`src/rtl/ep2_axis_pkg.sv`:
```
// ep2_axis_pkg: arbiter FSM states and supported port-count range.
package ep2_axis_pkg;
    typedef enum logic {IDLE, LOCK} arb_state_t;
    localparam int PORT_COUNT_MIN = 2;
    localparam int PORT_COUNT_MAX = 16;
endpackage

```
`src/rtl/rr_priority_encoder.sv`:
```
// rr_priority_encoder: round-robin pick of the first request after last_grant.
module rr_priority_encoder
    import ep2_axis_pkg::*;
#(
    parameter int N  = PORT_COUNT_MIN,
    parameter int IW = $clog2(N)
) (
    input  logic [N-1:0]  req,
    input  logic [IW-1:0] last_grant,
    output logic [N-1:0]  grant_onehot,
    output logic [IW-1:0] grant_idx,
    output logic          grant_valid
);
    always_comb begin
        grant_idx   = '0;
        grant_valid = 1'b0;
        for (int k = 1; k <= N; k++) begin
            if (!grant_valid && req[(int'(last_grant) + k) % N]) begin
                grant_valid = 1'b1;
                grant_idx   = IW'((int'(last_grant) + k) % N);
            end
        end
        grant_onehot = grant_valid ? N'(1) << grant_idx : '0;
    end
endmodule

```
`src/rtl/axis_frame_arbiter.sv`:
```
// axis_frame_arbiter: frame-atomic round-robin AXI-Stream merge.
// AXIS_FRAME_ARBITER_OUTREG_EN adds a 2-entry skid register on the output.
module axis_frame_arbiter
    import ep2_axis_pkg::*;
#(
    parameter int DATA_WIDTH = 16,
    parameter int IF_STREAM  = 1,
    parameter int KEEP_WIDTH = IF_STREAM != 0 ? DATA_WIDTH / 8 : 1,
    parameter int PORT_COUNT = 2
) (
    input  logic                             clk,
    input  logic                             rst,
    input  logic [PORT_COUNT*DATA_WIDTH-1:0] s_axis_in_tdata,
    input  logic [PORT_COUNT*KEEP_WIDTH-1:0] s_axis_in_tkeep,
    input  logic [PORT_COUNT-1:0]            s_axis_in_tvalid,
    input  logic [PORT_COUNT-1:0]            s_axis_in_tlast,
    output logic [PORT_COUNT-1:0]            s_axis_in_tready,
    output logic [DATA_WIDTH-1:0]            m_axis_out_tdata,
    output logic [KEEP_WIDTH-1:0]            m_axis_out_tkeep,
    output logic                             m_axis_out_tvalid,
    output logic                             m_axis_out_tlast,
    input  logic                             m_axis_out_tready
);
    localparam int IW = $clog2(PORT_COUNT);
    localparam int EW = DATA_WIDTH + KEEP_WIDTH + 1;

    arb_state_t            state_q, state_d;
    logic [IW-1:0]         grant_q, grant_d, last_grant_q, last_grant_d;
    logic [PORT_COUNT-1:0] grant_oh_q, grant_oh_d, enc_onehot;
    logic [IW-1:0]         enc_idx;
    logic                  enc_valid, out_ready, hs, g_valid, g_last;
    logic [DATA_WIDTH-1:0] g_data;
    logic [KEEP_WIDTH-1:0] g_keep;

    rr_priority_encoder #(.N(PORT_COUNT), .IW(IW)) u_enc (
        .req          (s_axis_in_tvalid),
        .last_grant   (last_grant_q),
        .grant_onehot (enc_onehot),
        .grant_idx    (enc_idx),
        .grant_valid  (enc_valid)
    );

    always_comb begin
        g_valid          = s_axis_in_tvalid[grant_q];
        g_data           = s_axis_in_tdata[grant_q*DATA_WIDTH +: DATA_WIDTH];
        g_keep           = IF_STREAM != 0 ? s_axis_in_tkeep[grant_q*KEEP_WIDTH +: KEEP_WIDTH] : '1;
        g_last           = IF_STREAM != 0 ? s_axis_in_tlast[grant_q] : 1'b1;
        hs               = state_q == LOCK && g_valid && out_ready;
        s_axis_in_tready = state_q == LOCK && out_ready ? grant_oh_q : '0;
        state_d          = state_q;
        grant_d          = grant_q;
        grant_oh_d       = grant_oh_q;
        last_grant_d     = last_grant_q;
        if (state_q == IDLE && enc_valid) begin
            state_d      = LOCK;
            grant_d      = enc_idx;
            grant_oh_d   = enc_onehot;
            last_grant_d = enc_idx;
        end
        if (hs && g_last)
            state_d = IDLE;
    end

    always_ff @(posedge clk) begin
        if (rst) begin
            state_q      <= IDLE;
            grant_q      <= '0;
            grant_oh_q   <= PORT_COUNT'(1);
            last_grant_q <= IW'(PORT_COUNT - 1);
        end else begin
            state_q      <= state_d;
            grant_q      <= grant_d;
            grant_oh_q   <= grant_oh_d;
            last_grant_q <= last_grant_d;
        end
    end

`ifdef AXIS_FRAME_ARBITER_OUTREG_EN
    logic [EW-1:0] buf_q [2];
    logic [EW-1:0] buf_d [2];
    logic          wr_q, wr_d, rd_q, rd_d, pop;
    logic [1:0]    cnt_q, cnt_d;

    assign out_ready = cnt_q != 2'd2;
    assign m_axis_out_tvalid = cnt_q != 2'd0;
    assign {m_axis_out_tdata, m_axis_out_tkeep, m_axis_out_tlast} = buf_q[rd_q];

    always_comb begin
        buf_d = buf_q;
        if (hs)
            buf_d[wr_q] = {g_data, g_keep, g_last};
        pop   = cnt_q != 2'd0 && m_axis_out_tready;
        wr_d  = wr_q ^ hs;
        rd_d  = rd_q ^ pop;
        cnt_d = cnt_q + 2'(hs) - 2'(pop);
    end

    always_ff @(posedge clk) begin
        if (rst) begin
            cnt_q <= 2'd0;
            wr_q  <= 1'b0;
            rd_q  <= 1'b0;
        end else begin
            cnt_q <= cnt_d;
            wr_q  <= wr_d;
            rd_q  <= rd_d;
            buf_q <= buf_d;
        end
    end
`else
    assign out_ready         = m_axis_out_tready;
    assign m_axis_out_tvalid = state_q == LOCK && g_valid;
    assign m_axis_out_tdata  = g_data;
    assign m_axis_out_tkeep  = g_keep;
    assign m_axis_out_tlast  = g_last;
`endif
endmodule

```
`config.mk`:
```
export PLATFORM = sky130hd
export DESIGN_NAME = axis_frame_arbiter
export DESIGN_NICKNAME = d
export VERILOG_FILES = /design/src/rtl/ep2_axis_pkg.sv /design/src/rtl/rr_priority_encoder.sv /design/src/rtl/axis_frame_arbiter.sv
export SDC_FILE = /design/constraint.sdc
export NUM_CORES = 1
export LEC_CHECK = 0
export CAP_MARGIN = 10
export CELL_PAD_IN_SITES_DETAIL_PLACEMENT = 2
export CELL_PAD_IN_SITES_GLOBAL_PLACEMENT = 2
export CORE_MARGIN = 5
export CORE_UTILIZATION = 13
export CTS_BUF_LIST = sky130_fd_sc_hd__clkbuf_2
export CTS_CLUSTER_DIAMETER = 50
export DETAILED_ROUTE_END_ITERATION = 10
export PLACE_DENSITY_LB_ADDON = 0.1
export SKIP_LAST_GASP = 1
export SLEW_MARGIN = 25
export SYNTH_ARGS = -nofsm -noshare
export SYNTH_HDL_FRONTEND = slang
export SYNTH_SLANG_ARGS = --single-unit
```
`constraint.sdc`:
```
create_clock -name clk -period 1.75 [get_ports clk]
set_input_delay 0.35 -clock clk [delete_from_list [all_inputs] [get_ports clk]]
set_output_delay 0.35 -clock clk [all_outputs]
set_load 0.02 [all_outputs]
```
==> results_dict.tcl <==
set metrics [dict create \
    vias 665 \
    antennaDiodeCount 0 \
    arrival_ns 1.36 \
    fp.dieArea_um2 5168 \
    drc_errors 0 \
    crit_type "in2out" \
    yosysTopAreaCell "mux2_4" \
    clkTransAtPathRegs_ns 0.06 \
    tritoncts "yes" \
    p_clk_frac 0.200 \
    worst_pin_slew_ns 0.2248 \
    syn_avg_cell_area_um2 11.58 \
    core-area_um2 3689 \
    drv_slew 0 \
    die_w_um 71.89 \
    syn_nets 86 \
    area_delta_synth_final_pct 142.7 \
    p_int_mw 0.3821 \
    synth_area_leaders "mux2_4 30%, mux2_2 20%, dfxtp_1 20%, buf_12 4.0%, nand2b_1 3.8%" \
    start_util 0.1350 \
    setup_viol 0 \
    die_h_um 71.89 \
    power_leakage_nw 0.5210 \
    cts_buffers 3 \
    crit_required_ns 1.40 \
    root_buffer "clkbuf_2" \
    fmax_mhz 586.2 \
    status "complete, no violations" \
    drt_iter0_markers 3 \
    skew_ns 0.005386 \
    post_route_cells_drive_above_1_share 0.4359 \
    dp_cells 160 \
    stdcell_count 165 \
    cp-end-kind "output port" \
    dr.pass1.iters 2 \
    place_area_um2 1232 \
    ys.warnings.count 0 \
    ys_seq_area_frac 0.2010 \
    holdPathEnd "grant_oh_q[1]" \
    wl_per_cell_um 16.81 \
    grt_pass1_vias 746 \
    post-route-period-util 0.9749 \
    ys_ff_latch 5 \
    fin_total_pwr_mw 0.5705 \
    r2r-start "grant_q" \
    ir_drop_v 0.0001894 \
    p_sw_mw 0.1884 \
    cts-htree-levels 1 \
    detail-route-antenna-nets 0 \
    ff2ff_setup_slack_ns 0.49 \
    grt_pass1_wl_um 4174 \
    maxSlewHeadroom 0.8496 \
    hp-start "grant_oh_q[1]" \
    rsz0062_at_grt "yes" \
    netlist_instances 43 \
    grt_use_total 0.1072 \
    place_congestion 0.7593 \
    powerDensity_nw_per_um2 472.0 \
    cp-start-kind "input pin" \
    io_buffers 64 \
    combPwrFrac 0.572 \
    worst_r2r_endpoint "state_q" \
    reg2regPathDepth 4 \
    seqPwrFrac 0.228 \
    hold_viol 0 \
    rows 22 \
    cap_violations 0 \
    final_net_count 161 \
    hpwl_um 2418 \
    drt_wl_total_um 2774 \
    grt_antenna_before_repair 0 \
    clock_path_buffers 2 \
    p_sw_frac 0.3302 \
    clkLatencyLatePin_ns 0.23 \
    yosys.area.top_type_share 0.3015 \
    top_level_ports 65 \
    hold_path_class "reg2reg" \
    grt_max_degree 10 \
    design_area_um2 1209 \
    grt_overflow 0 \
    clock-sinks 5 \
    cp_max_fo 3 \
    synthDistinctLibCells 16 \
    min_path_cells 2 \
    period_needed_ns 1.706 \
    vias_per_cell 4.030 \
    cts_setup_buffers 0 \
    syn_area_um2 498.0 \
]
per-layer routing:
metal | up-vias | wire (um) | share of wire | track usage
met5 | - | 0 | 0 | 0
met4 | 0 | 30 | 0.011 | 0.03758
met3 | 3 | 463 | 0.17 | 0.05679
met2 | 62 | 1012 | 0.36 | 0.1561
met1 | 292 | 1268 | 0.46 | 0.1341
li1 | 308 | - | - | -
state kept, by name, summed over array words and instances (netlist names):
name,count
grant_q,1
grant_oh_q,2
state_q,1
last_grant_q,1
worst max-delay path, stage by stage:
cell	delay, ns
clkdlybuf4s50_1	0.50
and3_1	0.17
dlygate4sd2_1	0.33
layout make-up:
type	count	area [um^2]
multi-input combinational	36	366.6
timing repair buffer	72	658.1
sequential	5	103.9
clock buffer	4	20.02
tap	48	60.06
fill	416	2480
cells in the mapped netlist:
library cell   n
mux2i_1        1
a211o_1        1
nand2b_1       3
nor3_1         1
buf_12         1
mux2_4        10
mux2_2         9
a311oi_2       1
dfxtp_1        5
a21oi_1        2
nor2_1         1
and3_1         2
nor2b_2        1
buf_6          1
nand2_1        2
a21o_1         2
cells by family after synthesis:
logic type,count (synthesis),synth area share
muxes,20,0.5251
AOI/OAI and AO/OA,6,0.09798
DFF,5,0.2010
and+or+nand+nor,10,0.1131
buffers and inverters,2,0.06281
cells in the final DEF (no fill, tap or decap):
| cell type | Yosys | layout |
|---|---|---|
| a211o_1 | 1 | 1 |
| clkdlybuf4s50_1 | 0 | 42 |
| dfxtp_1 | 5 | 4 |
| nand2b_1 | 3 | 3 |
| nor3_1 | 1 | 1 |
| and3_1 | 2 | 2 |
| clkdlybuf4s15_1 | 0 | 4 |
| buf_12 | 1 | 1 |
| mux2_2 | 9 | 9 |
| clkdlybuf4s15_2 | 0 | 1 |
| dfxtp_4 | 0 | 1 |
| buf_4 | 0 | 6 |
| a21oi_1 | 2 | 2 |
| nor2_1 | 1 | 1 |
| mux2_4 | 10 | 10 |
| a311oi_2 | 1 | 1 |
| a21o_1 | 2 | 2 |
| mux2i_1 | 1 | 1 |
| nand2_1 | 2 | 2 |
| bufbuf_16 | 0 | 1 |
| clkbuf_2 | 0 | 11 |
| buf_2 | 0 | 9 |
| nor2b_2 | 1 | 1 |
| dlygate4sd2_1 | 0 | 1 |
timing repair:
item,CTS,global route
endpoints found under the setup margin,22,10
hold buffers,0,0
gates cloned,1,0
resized for setup,61,10
power groups by stage:
stage	registers, mW	clock network [mW]	logic, mW
2_1_floorplan	0.130	0	0.153
3_3_place_gp	0.132	0	0.351
3_5_place_dp	0.132	0	0.356
4_1_cts	0.130	0.121	0.338
5_1_grt	0.132	0.125	0.349
6_report	0.130	0.114	0.326
metrics by stage:
step / setup TNS (ns) / hold WS, ns / utilization / worst slack [ns]
2_1_floorplan: 0 / 0.4179 / - / 0.3963
3_3_place_gp: -3.808 / 0.4529 / 0.3341 / -0.2415
3_5_place_dp: -3.945 / 0.4594 / 0.3341 / -0.2797
4_1_cts: -0.009221 / 0.4679 / 0.3362 / -0.009221
5_1_grt: -0.01766 / 0.5106 / 0.3277 / -0.01766
6_report: 0 / 0.4661 / 0.3277 / 0.04396
how the worst max path moves through the flow:
stage | endpoint | from | slack [ns] | depth (start not counted)
4_1_cts | m_axis_out_tdata[6] | grant_q | -0.009 | 3
2_1_floorplan | m_axis_out_tdata[0] | grant_q | 0.40 | 3
3_5_place_dp | m_axis_out_tvalid | s_axis_in_tvalid[0] | -0.28 | 4
5_1_grt | m_axis_out_tdata[6] | grant_q | -0.02 | 3
3_3_place_gp | m_axis_out_tvalid | s_axis_in_tvalid[0] | -0.24 | 4
6_report | s_axis_in_tready[0] | m_axis_out_tready | 0.04 | 3
Note: power is estimated with default switching activity, not from simulation.
